## config.mk

```make
export PLATFORM = sky130hd
export DESIGN_NAME = control_fsm_flat
export DESIGN_NICKNAME = d
export VERILOG_FILES = /design/src/rtl/control_pkg.sv /design/src/rtl/control_fsm_if.sv /design/src/rtl/alu_decoder.sv /design/src/rtl/control_fsm.sv /design/src/flat_wrapper.sv
export SDC_FILE = /design/constraint.sdc
export NUM_CORES = 1
export LEC_CHECK = 0
export BUFFER_PORTS_ARGS = -buffer_cell sky130_fd_sc_hd__buf_2
export CORE_MARGIN = 4
export CORE_UTILIZATION = 45
export DETAILED_ROUTE_END_ITERATION = 8
export HOLD_SLACK_MARGIN = 0.02
export PLACE_DENSITY_LB_ADDON = 0.08
export SYNTH_ARGS = -nofsm -noshare
export SYNTH_HDL_FRONTEND = slang
export SYNTH_SLANG_ARGS = --single-unit
export TNS_END_PERCENT = 20
```

## constraint.sdc

```tcl
create_clock -name clk -period 1.7 [get_ports clk]
set_input_delay 0.17 -clock clk [delete_from_list [all_inputs] [get_ports clk]]
set_output_delay 0.17 -clock clk [all_outputs]
set_load 0.05 [all_outputs]
```

## src/rtl/control_pkg.sv

```systemverilog
// control_pkg: shared state, opcode, ALU and mux-select encodings for the multicycle controller.
package control_pkg;
    typedef enum logic [3:0] {
        S_FETCH, S_DECODE, S_MEMADR, S_MEMREAD, S_MEMWB, S_MEMWRITE,
        S_EXEC_R, S_EXEC_I, S_ALUWB, S_BRANCH, S_JAL, S_TRAP
    } state_t;
    localparam logic [3:0] ALU_ADD = 4'b0000, ALU_SUB = 4'b0001, ALU_AND = 4'b0010,
                           ALU_OR = 4'b0011, ALU_SLT = 4'b0101;
    localparam logic [6:0] OP_LW = 7'b0000011, OP_SW = 7'b0100011, OP_R = 7'b0110011,
                           OP_I = 7'b0010011, OP_BR = 7'b1100011, OP_JAL = 7'b1101111;
    localparam logic [1:0] SRCA_PC = 2'b00, SRCA_OLDPC = 2'b01, SRCA_RS1 = 2'b10;
    localparam logic [1:0] SRCB_RS2 = 2'b00, SRCB_IMM = 2'b01, SRCB_FOUR = 2'b10;
    localparam logic [1:0] RES_ALUOUT = 2'b00, RES_DATA = 2'b01, RES_ALU = 2'b10;
    localparam logic ADR_PC = 1'b0, ADR_RESULT = 1'b1;
    localparam logic [2:0] IMM_I = 3'b000, IMM_S = 3'b001, IMM_B = 3'b010, IMM_J = 3'b011;

    function automatic logic [2:0] imm_fmt(input logic [6:0] op);
        return op == OP_SW ? IMM_S : op == OP_BR ? IMM_B : op == OP_JAL ? IMM_J : IMM_I;
    endfunction

    function automatic state_t decode_next(input logic [6:0] op);
        case (op)
            OP_LW, OP_SW: return S_MEMADR;
            OP_R:         return S_EXEC_R;
            OP_I:         return S_EXEC_I;
            OP_BR:        return S_BRANCH;
            OP_JAL:       return S_JAL;
            default:      return S_TRAP;
        endcase
    endfunction
endpackage

```

## src/rtl/control_fsm_if.sv

```systemverilog
// control_fsm_if: instruction fields and flags in, datapath controls out.
interface control_fsm_if;
    logic [6:0] op;
    logic [2:0] funct3;
    logic       funct7b5, eq, mem_ready;
    logic [3:0] aluctrl;
    logic [1:0] alu_src_a, alu_src_b, result_src;
    logic       adr_src;
    logic [2:0] imm_src;
    logic       ir_write, pc_write, mem_write, reg_write, illegal;
    modport master (
        output op, funct3, funct7b5, eq, mem_ready,
        input  aluctrl, alu_src_a, alu_src_b, result_src, adr_src, imm_src,
               ir_write, pc_write, mem_write, reg_write, illegal
    );
    modport slave (
        input  op, funct3, funct7b5, eq, mem_ready,
        output aluctrl, alu_src_a, alu_src_b, result_src, adr_src, imm_src,
               ir_write, pc_write, mem_write, reg_write, illegal
    );
endinterface

```

## src/rtl/alu_decoder.sv

```systemverilog
// alu_decoder: maps funct3/funct7b5 to an ALU operation and flags combinations we do not implement.
module alu_decoder
    import control_pkg::*;
(
    input  logic [2:0] funct3_i,
    input  logic       funct7b5_i,
    output logic [3:0] aluctrl_o,
    output logic       unsupported_o
);
    always_comb begin
        unsupported_o = 1'b0;
        case (funct3_i)
            3'b000:  aluctrl_o = funct7b5_i ? ALU_SUB : ALU_ADD;
            3'b111:  aluctrl_o = ALU_AND;
            3'b110:  aluctrl_o = ALU_OR;
            3'b010:  aluctrl_o = ALU_SLT;
            default: begin
                aluctrl_o     = ALU_ADD;
                unsupported_o = 1'b1;
            end
        endcase
    end
endmodule

```

## src/rtl/control_fsm.sv

```systemverilog
// control_fsm: multicycle RISC-V subset controller; Moore outputs, with FETCH/BRANCH strobes gated by mem_ready/eq.
module control_fsm
    import control_pkg::*;
(
    input  logic         clk,
    input  logic         rst,
    control_fsm_if.slave bus
);
    state_t     state_q, state_d;
    logic [3:0] dec_ctrl;
    logic       dec_bad;

    // funct7b5 selects subtract only for register-register ops; immediates have no subi
    alu_decoder u_alu_decoder (
        .funct3_i      (bus.funct3),
        .funct7b5_i    (bus.funct7b5 && (state_q == S_EXEC_R)),
        .aluctrl_o     (dec_ctrl),
        .unsupported_o (dec_bad)
    );

    always_comb begin
        state_d = state_q;
        case (state_q)
            S_FETCH:            state_d = bus.mem_ready ? S_DECODE : S_FETCH;
            S_DECODE:           state_d = decode_next(bus.op);
            S_MEMADR:           state_d = bus.op == OP_LW ? S_MEMREAD : S_MEMWRITE;
            S_MEMREAD:          state_d = bus.mem_ready ? S_MEMWB : S_MEMREAD;
            S_MEMWRITE:         state_d = bus.mem_ready ? S_FETCH : S_MEMWRITE;
            S_MEMWB, S_ALUWB:   state_d = S_FETCH;
            S_EXEC_R, S_EXEC_I: state_d = dec_bad ? S_TRAP : S_ALUWB;
            S_BRANCH:           state_d = bus.funct3[2:1] == 2'b00 ? S_FETCH : S_TRAP;
            S_JAL:              state_d = S_ALUWB;
            default:            state_d = state_q;
        endcase
    end

    always_ff @(posedge clk) begin
        state_q <= rst ? S_FETCH : state_d;
    end

    always_comb begin
        bus.aluctrl    = ALU_ADD;
        bus.alu_src_a  = SRCA_PC;
        bus.alu_src_b  = SRCB_RS2;
        bus.result_src = RES_ALUOUT;
        bus.adr_src    = ADR_PC;
        bus.imm_src    = IMM_I;
        bus.ir_write   = 1'b0;
        bus.pc_write   = 1'b0;
        bus.mem_write  = 1'b0;
        bus.reg_write  = 1'b0;
        bus.illegal    = 1'b0;
        case (state_q)
            S_FETCH: begin
                bus.alu_src_b  = SRCB_FOUR;
                bus.result_src = RES_ALU;
                bus.ir_write   = bus.mem_ready;
                bus.pc_write   = bus.mem_ready;
            end
            S_DECODE: begin
                bus.alu_src_a = SRCA_OLDPC;
                bus.alu_src_b = SRCB_IMM;
                bus.imm_src   = imm_fmt(bus.op);
            end
            S_MEMADR: begin
                bus.alu_src_a = SRCA_RS1;
                bus.alu_src_b = SRCB_IMM;
            end
            S_MEMREAD: bus.adr_src = ADR_RESULT;
            S_MEMWB: begin
                bus.result_src = RES_DATA;
                bus.reg_write  = 1'b1;
            end
            S_MEMWRITE: begin
                bus.adr_src   = ADR_RESULT;
                bus.mem_write = 1'b1;
            end
            S_EXEC_R: begin
                bus.alu_src_a = SRCA_RS1;
                bus.aluctrl   = dec_ctrl;
            end
            S_EXEC_I: begin
                bus.alu_src_a = SRCA_RS1;
                bus.alu_src_b = SRCB_IMM;
                bus.aluctrl   = dec_ctrl;
            end
            S_ALUWB: bus.reg_write = 1'b1;
            S_BRANCH: begin
                bus.alu_src_a = SRCA_RS1;
                bus.aluctrl   = ALU_SUB;
                bus.pc_write  = bus.funct3 == 3'b000 ? bus.eq : bus.funct3 == 3'b001 ? !bus.eq : 1'b0;
            end
            S_JAL: begin
                bus.alu_src_a = SRCA_OLDPC;
                bus.alu_src_b = SRCB_FOUR;
                bus.pc_write  = 1'b1;
            end
            S_TRAP: bus.illegal = 1'b1;
            default: ;
        endcase
        // reset aborts the current instruction: nothing may be committed in the reset cycle
        if (rst) begin
            bus.ir_write  = 1'b0;
            bus.pc_write  = 1'b0;
            bus.mem_write = 1'b0;
            bus.reg_write = 1'b0;
            bus.illegal   = 1'b0;
        end
    end
endmodule
```

## src/flat_wrapper.sv

```systemverilog
// flat-port wrapper written by rule: the top's interface ports become plain ports
module control_fsm_flat import control_pkg::*;
  (clk, rst, bus_op, bus_funct3, bus_funct7b5, bus_eq, bus_mem_ready, bus_aluctrl, bus_alu_src_a, bus_alu_src_b, bus_result_src, bus_adr_src, bus_imm_src, bus_ir_write, bus_pc_write, bus_mem_write, bus_reg_write, bus_illegal);
  control_fsm_if bus_i ();
  input  logic clk;
  input  logic rst;
  input wire logic [$bits(bus_i.op)-1:0] bus_op;
  input wire logic [$bits(bus_i.funct3)-1:0] bus_funct3;
  input wire logic [$bits(bus_i.funct7b5)-1:0] bus_funct7b5;
  input wire logic [$bits(bus_i.eq)-1:0] bus_eq;
  input wire logic [$bits(bus_i.mem_ready)-1:0] bus_mem_ready;
  output wire logic [$bits(bus_i.aluctrl)-1:0] bus_aluctrl;
  output wire logic [$bits(bus_i.alu_src_a)-1:0] bus_alu_src_a;
  output wire logic [$bits(bus_i.alu_src_b)-1:0] bus_alu_src_b;
  output wire logic [$bits(bus_i.result_src)-1:0] bus_result_src;
  output wire logic [$bits(bus_i.adr_src)-1:0] bus_adr_src;
  output wire logic [$bits(bus_i.imm_src)-1:0] bus_imm_src;
  output wire logic [$bits(bus_i.ir_write)-1:0] bus_ir_write;
  output wire logic [$bits(bus_i.pc_write)-1:0] bus_pc_write;
  output wire logic [$bits(bus_i.mem_write)-1:0] bus_mem_write;
  output wire logic [$bits(bus_i.reg_write)-1:0] bus_reg_write;
  output wire logic [$bits(bus_i.illegal)-1:0] bus_illegal;
  assign bus_i.op = bus_op;
  assign bus_i.funct3 = bus_funct3;
  assign bus_i.funct7b5 = bus_funct7b5;
  assign bus_i.eq = bus_eq;
  assign bus_i.mem_ready = bus_mem_ready;
  assign bus_aluctrl = bus_i.aluctrl;
  assign bus_alu_src_a = bus_i.alu_src_a;
  assign bus_alu_src_b = bus_i.alu_src_b;
  assign bus_result_src = bus_i.result_src;
  assign bus_adr_src = bus_i.adr_src;
  assign bus_imm_src = bus_i.imm_src;
  assign bus_ir_write = bus_i.ir_write;
  assign bus_pc_write = bus_i.pc_write;
  assign bus_mem_write = bus_i.mem_write;
  assign bus_reg_write = bus_i.reg_write;
  assign bus_illegal = bus_i.illegal;
  control_fsm u_core (.clk(clk), .rst(rst), .bus(bus_i));
endmodule
```

-- Yosys cells after proc, flatten, opt, wreduce, memory -nomap -nowiden
Cells that the tools add are included.
- equality and inequality tests: 21
- mux-type cells: 31
- reductions and logical operators: 15
- operators by type and width (cell ; number):
    $pmux W4 S9 ; 1
    $pmux W4 S5 ; 1
    $mux W3 ; 6
    $eq A4 B3 Y1 const B ; 4
    $eq A4 B4 Y1 const B ; 4
    $pmux W4 S4 ; 1
    $eq A7 B6 Y1 const B ; 2
    $eq A7 B7 Y1 const B ; 2
    $mux W1 ; 14
    $pmux W2 S2 ; 3
    $reduce_or A2 Y1 ; 6
    $reduce_bool A9 Y1 ; 1
    $eq A4 B2 Y1 const B ; 2
    $pmux W4 S2 ; 1
    $reduce_or A4 Y1 ; 2
    $eq A7 B2 Y1 const B ; 1
    $eq A7 B5 Y1 const B ; 1
    $eq A3 B3 Y1 const B ; 2
    $eq A4 B1 Y1 const B ; 1
    $logic_not A4 Y1 ; 1
    $mux W2 ; 2
    $mux W4 ; 1
    $eq A3 B1 Y1 const B ; 1
    $eq A3 B2 Y1 const B ; 1
    6 further kinds ; 6
- flip-flop bits (word level): 4
- output and inout port bits: 19

-- Depth between registers and ports, before layout
Gate-level depths: netlist of run 1.
- word-level depth: 5
- mapped depth: 6
- depth with buffers taken out: 4

-- By module
From an unflattened synthesis of run 1, not the netlist that was laid out.
- cells, all modules: 107
- area, all modules: 684.4 um2
- by module, submodules not included (module ; cells an instance ; area each (um2) ; times used):
    control_fsm ; 99 ; 630.6 ; 1
    alu_decoder ; 8 ; 53.8 ; 1

-- Worst setup path after synthesis of run 1
OpenSTA, ideal clock, no wires.
- path kind: reg-to-output
- start point: reg u_core.state_q[1]
- end point: out bus_ir_write
- cell stages (with the launch flop): 5
- setup slack: -1325 ps
- path buffers: 2
- arrival: 2855 ps
- data required time: 1530 ps
- path through: dfxtp_1 > clkbuf_1 > buf_2 > nor4_1 > and3b_1
- cells in the longest elaborated chain, start to end: 3
- ends and longest elaborated chain (what ; line ; text):
    from (decl) ; control_fsm.sv:9 ; state_t state_q, state_d;
    from (signal assigned) ; control_fsm.sv:38 ; state_q <= rst ? S_FETCH : state_d;
    $logic_not A4 Y1 ; control_fsm.sv:53 ; case (state_q)
    $mux W1 ; control_fsm.sv:53 ;
    $mux W1 ; control_fsm.sv:102 ; if (rst) begin
    to (decl) ; flat_wrapper.sv:18 ; output wire logic [$bits(bus_i.ir_write)-1:0] bus_ir_write;
Every way passes these cells.

-- Final worst setup path of run 1
- start point: reg u_core.state_q[0]
- end point: out bus_ir_write
The elaborated chain is that of the path after synthesis.

==> results of run 1 <==
power by group through the flow:
stage | sequential [mW] | combinational (mW) | clock (mW)
after floorplan | 0.128 | 0.693 | 0
after global placement | 0.153 | 0.890 | 0
after detailed placement | 0.157 | 0.898 | 0
after CTS | 0.159 | 0.908 | 0.128
after global routing | 0.172 | 1.01 | 0.140
final | 0.169 | 0.946 | 0.123
path summary, 6_finish.rpt:
| kind | slack, ns | startpoint | to |
|---|---|---|---|
| max | 0.07 | u_core.state_q[0]$_SDFFE_PP0P_ | bus_ir_write |
| min | 0.24 | rst | u_core.state_q[1]$_SDFFE_PP0P_ |
| max reg2reg | 0.21 | u_core.state_q[0]$_SDFFE_PP0P_ | u_core.state_q[0]$_SDFFE_PP0P_ |
| min reg2reg | 0.63 | u_core.state_q[1]$_SDFFE_PP0P_ | u_core.state_q[1]$_SDFFE_PP0P_ |
kinds of logic (layout without fill, tap and decap cells):
| logic type | count (synthesis) | after routing | synth area share, % |
|---|---|---|---|
| flops | 4 | 4 | 11.4 |
| buf+inv | 13 | 47 | 8.70 |
| mux | 1 | 1 | 1.60 |
| simple gates | 48 | 48 | 43.2 |
| xor+xnor | 4 | 4 | 4.97 |
| compound gates | 30 | 30 | 29.7 |
| other cells | 1 | 2 | 0.532 |
per-stage QoR:
stage / worst slack (ns) / hold WS (ns) / std cells / instance area [um^2]
2_1_floorplan: -0.324 / 0.332 / 102 / 768
5_1_grt: -0.0173 / 0.238 / 152 / 1060
6_report: 0.0703 / 0.242 / 152 / 1060
4_1_cts: 0.0115 / 0.235 / 152 / 1010
3_5_place_dp: 0.150 / 0.491 / 149 / 972
3_3_place_gp: 0.178 / 0.493 / 149 / 972
layer usage:
layer | up-vias | global-route usage [%] | wire (um)
li1 | 453 | - | -
met1 | 410 | 23.7 | 872
met2 | 32 | 33.7 | 1030
met3 | 2 | 5.64 | 170
met4 | 0 | 3.23 | 7
met5 | - | 0 | 0
worst reg2reg max path: stages (launching register included):
cell and delay, ns:
dfxtp_4 0.37, buf_4 0.17, or4_1 0.50, o31a_1 0.13, a41oi_1 0.22
placed cells by master (no fill, tap or decap), types with 2 or more instances in the layout:
cell | Yosys | routed
dfxtp_4 | 0 | 2
and3b_1 | 2 | 2
nand2_1 | 4 | 4
nor3_1 | 10 | 5
buf_4 | 2 | 13
nand3_1 | 4 | 4
nand2b_1 | 7 | 5
o31ai_1 | 2 | 2
nor2_1 | 8 | 8
and3_1 | 2 | 2
inv_1 | 2 | 2
buf_6 | 0 | 2
a21oi_1 | 8 | 8
o22ai_1 | 2 | 2
nand2b_4 | 0 | 2
xnor2_1 | 3 | 3
conb_1 | 1 | 2
buf_2 | 4 | 23
nor3_2 | 0 | 5
a31oi_1 | 2 | 2
clkbuf_4 | 0 | 7
o21ai_0 | 5 | 4
what timing repair did:
item                       4_1_cts  5_1_grt
setup endpoints to repair        7        8
resized for setup                5       16
pin swaps                        0        3
final cells by class:
cell class | count | share of cell area, %
clock buffers | 3 | 2.13
multi-input cells | 85 | 61.8
repair buffers | 42 | 25.1
inverters | 2 | 0.709
flip-flops and latches | 4 | 8.39
well taps | 16 | 1.89
==> out/results.tsv, run 1 <==
metric	value	unit
CP startpoint kind	flop	
setup_tns	0	ns
RSZ-0062 raised after global routing	yes	
Mapped Cells	101	
NumNets Final	153	
CP max stage delay	0.37	ns
initial antenna violation count	0	
first-pass GRT wire length	3.16	mm
worst hold stages	2	
Area Growth Syn to Fin	50.3	%
RD Place Congestion	0.840	
largest net degree at the start of global routing	15	
n_diodes	0	
highest clock rate	614	MHz
Clock Sink Count	4	
clock buffers created by TritonCTS	3	
Slowest-stage cell, CP	dfxtp_4	
IO buf count	31	
Setup crit end kind	output pin	
Synth top cells by count	nor3_1 (10), a21oi_1 (8), nor2_1 (8)	
Wirelength per Cell	13.7	um
post-synth top area cell	dfxtp_1	
WP depth	4	
post-synthesis area per instance	6.97	um^2
dpl hpwl	1.66	mm
Clock Latency Late Sink	0.24	ns
Min Clock Period, post-route	1.63	ns
leak pwr	0.478	nW
Layout Utilization	71.1	%
Detailed Routing Iterations Pass 1	4	
Filler Cell Count	128	
Main synth FF type	dfxtp_1	
Storage cell area	88.8	um^2
Psw	0.689	mW
Final Hold Viols	0	
Pint	0.549	mW
Buf/Inv on CP	2	
Seq cells post-synth	4	
largest cells by area after synthesis	dfxtp_1 (11%), nor3_1 (7.1%), nand2b_1 (6.2%)	
Regs by FF count	u_core.state_q: 4 flops	
starting density of the core	47.3	%
Tot GR Track Use	19.3	%
H-tree levels	1	
worst path cell trace	buf_4 -> nor4_4 -> and3b_1 -> clkbuf_4	
Multi-input gate area	654	um^2
synthesized area	704	um^2
IO Count	34	
DR iter-0 viols	19	
most numerous cell in the Yosys netlist	nor3_1	
layout cells sized above 1	47.8	%
grt total ovfl	0	
Sw Share	55.7	%
Worst VDD drop	0.757	mV
Clk pwr share	9.9	%
buffer count from post-CTS setup fixing	0	
CP Class	flop to output pin	
Seq/Total Area, Yosys	11.4	%
max FFs per register	4	
R2R depth	4	
Tot Pwr	1.24	mW
combinational power share	76.4	%
Row Count	14	
crit-path leading delay family	simple AND/OR/NAND/NOR gates	
Die ar.	2260	um^2
worst path required time	1.53	ns
Reg power frac	13.6	%
ANT nets after route	0	
post-synth cell types	42	
final setup violating endpoints	0	
Final Cycle Share	95.9	%
Top reg by flops	u_core.state_q	
share of the synthesized area in the top cell type	11.4	%
clock tree from TritonCTS	done	
hold_buf cts	0	
via count	897	
Max-cap violations	0	
P per Cell Area	1170	nW/um^2
Detailed Route WL	2.08	mm
Slew Viols, Final	0	
Post-synth EDFFs	0	
Hold Crit Class	input port to flop	
Avg Vias per Cell	5.90	
critical path arrival	1.46	ns
drt drc	0	
core box area	1490	um^2
Die W	47.6	um
clock buffer depth	2	
FFs w/ async S/R, synth	0	%
vias in the first global route	710	
clk slew on worst S/H paths	0.04	ns
Ys Warns	0	
die height	47.6	um
Layout Skew	0.00896	ns
status	finished, final reports clean	
crit path max fanout	8	
clock root cell	clkbuf_4	
Power figures use the tool's default switching activity.
==> run 2: changes to the inputs <==
--- a/config.mk
+++ b/config.mk
@@ -5,9 +5,10 @@
 export SDC_FILE = /design/constraint.sdc
 export NUM_CORES = 1
 export LEC_CHECK = 0
+export ABC_AREA = 1
 export BUFFER_PORTS_ARGS = -buffer_cell sky130_fd_sc_hd__buf_2
 export CORE_MARGIN = 4
-export CORE_UTILIZATION = 45
+export CORE_UTILIZATION = 43
 export DETAILED_ROUTE_END_ITERATION = 8
 export HOLD_SLACK_MARGIN = 0.02
 export PLACE_DENSITY_LB_ADDON = 0.08
==> run 2 against run 1 <==
Maximum frequency rose by 2.8%; sequential share of layout area rose by 1.2 points; power rose by 9.5%; core utilization fell by 7.2 points; sequential cell count did not move; die area fell by 6.4%; setup slack improved by 0.045 ns; global-route usage fell by 1.8 points; first-iteration DRC count did not move; sequential power barely moved; hold slack got worse by 0.031 ns; critical path type unchanged; largest cell class unchanged.
==> out/results.tsv, run 2 <==
metric	value	unit	change
Clock Latency Late Sink	0.23	ns	about the same
Detailed Route WL	1.69	mm	-19%
CP Class	flop to output pin		
highest clock rate	631	MHz	+2.8%
layout cells sized above 1	31.7	%	-16 points
Row Count	13		-1
Setup WS pre-CTS	0.300	ns	+0.150 ns
RD Place Congestion	0.885		+5.4%
Final Hold Viols	0		unchanged
CP startpoint kind	flop		
Resize count post-CTS	0		-5
Final Cycle Share	93.2	%	-2.6 points
clock tree from TritonCTS	done		
starting density of the core	46.6	%	-0.69 points
clk slew on worst S/H paths	0.04	ns	about the same
R2R depth	9		+5
reg-to-reg setup timing slack	0.43	ns	+0.22 ns
largest net degree at the start of global routing	8		-7
NumNets Final	178		+16%
Tot Pwr	1.36	mW	+9.5%
dpl hpwl	1.46	mm	-12%
Slew Viols, Final	0		unchanged
Hold Path Sink	u_core.state_q[1]$_SDFFE_PP0P_		
Seq/Total Area, Yosys	12.9	%	+1.5 points
buffer count from post-CTS setup fixing	0		unchanged
DR iter-0 viols	19		unchanged
clock buffer depth	2		unchanged
via count	832		-7.2%
grt total ovfl	0		unchanged
Min Clock Period, post-route	1.59	ns	-0.0447 ns
placed cell count	173		+16%
Critical R2R Capture	u_core.state_q[0]$_SDFFE_PP0P_		
CP max stage delay	0.35	ns	-0.02 ns
IO Count	34		unchanged
Final Cell Area	852	um^2	-20%
Worst Setup SP	u_core.state_q[2]$_SDFFE_PP0P_		
ANT nets after route	0		unchanged
Main synth FF type	dfxtp_1		
Worst VDD drop	1.05	mV	+39%
Die ar.	2120	um^2	-6.4%
Regs by FF count	u_core.state_q: 4 flops		
Hold Crit Class	input port to flop		
Setup crit end kind	output pin		
non-filler instance count after layout	176		+16%
worst path required time	1.53	ns	about the same
Ys Warns	0		unchanged
Slowest-stage cell, CP	dfxtp_1		
worst path cell trace	inv_2 -> nand2_2 -> nor2_4 -> inv_1 -> a21oi_1 -> clkbuf_4		
Mapped Cells	128		+27%
Top reg by flops	u_core.state_q		
Detailed Routing Iterations Pass 1	4		unchanged
hold_buf cts	0		unchanged
vias in the first global route	685		-3.5%
Layout Skew	0.000529	ns	-0.00843 ns
largest cells by area after synthesis	nand2_1 (23%), inv_1 (16%), dfxtp_1 (13%)		
Area Growth Syn to Fin	37.0	%	
final setup violating endpoints	0		unchanged
Clock Sink Count	4		unchanged
post-synthesis area per instance	4.86	um^2	-30%
n_diodes	0		unchanged
Wirelength per Cell	9.61	um	-30%
Max-cap violations	0		unchanged
core box area	1330	um^2	-10%
Final WS setup	0.115	ns	+0.0447 ns
Buf/Inv on CP	3		+1
crit-path leading delay family	buffers and inverters		
Tot GR Track Use	17.5	%	-1.8 points
clock root cell	clkbuf_4		
max FFs per register	4		unchanged
critical path arrival	1.42	ns	-0.04 ns
clock buffers created by TritonCTS	3		unchanged
status	finished, final reports clean		
setup_tns	0	ns	unchanged
worst hold path startpoint	rst		
Post-synth EDFFs	0		unchanged
most common cell after layout, fill and taps aside	nand2_1		
Placement Cell Area	797	um^2	-18%
Avg Vias per Cell	4.73		-20%
share of the synthesized area in the top cell type	22.9	%	+12 points
commonest cells after routing, fill and taps aside	nand2_1 (36), inv_1 (26), buf_2 (25)		
H-tree levels	1		unchanged
most numerous cell in the Yosys netlist	nand2_1		
Die W	46.0	um	-3.2%
post-synth cell types	19		-55%
drt drc	0		unchanged
synthesized area	622	um^2	-12%
Synth top cells by count	nand2_1 (38), inv_1 (26), nor2_1 (18)		
final hold slack	0.212	ns	-0.0306 ns
crit path max fanout	5		-3
IO buf count	31		unchanged
post-synth top area cell	nand2_1		
leak pwr	0.523	nW	+9.4%
initial antenna violation count	0		unchanged
FFs w/ async S/R, synth	0	%	unchanged
Layout Utilization	63.9	%	-7.2 points
worst hold stages	2		unchanged
Seq cells post-synth	4		unchanged
first-pass GRT wire length	2.79	mm	-12%
die height	46.0	um	-3.2%
Reg-to-Reg Start	u_core.state_q[2]$_SDFFE_PP0P_		
P per Cell Area	1590	nW/um^2	+36%
[run 2: power by group]
group	total [mW]	internal [mW]	switching, mW	leakage, nW
combinational	1.07	0.259	0.810	0.476
sequential	0.172	0.130	0.0414	0.0332
clock	0.115	0.0788	0.0360	0.0138
[run 2: worst max path at each step]
stage | end | cells after the start
CTS | bus_imm_src[0] | 6
floorplan | bus_aluctrl[1] | 4
global placement | bus_pc_write | 7
global route | bus_pc_write | 7
detailed placement | bus_imm_src[0] | 6
finish | bus_imm_src[0] | 6
[run 2: final cells by class]
cell class	count	area, um^2
Fill cell	157	482
Multi-Input combinational cell	93	443
Timing Repair Buffer	31	174
Inverter	30	113
Sequential cell	4	81.3
Clock buffer	3	22.5
Tap cell	15	18.8
[run 2: per-layer routing]
layer	vias to the layer above	GRT usage (%)	part of all wire, %
met4	0	5.11	0
li1	458	-	-
met2	25	29.1	50
met5	-	0	0
met1	349	23.7	43
met3	0	1.19	7.2
[run 2: cell families after synthesis]
kind of cell / synth area share (%)
compound gates: 12.3
other cells: 0.603
buf+inv: 20.5
xor+xnor: 1.41
simple gates: 52.3
flops: 12.9
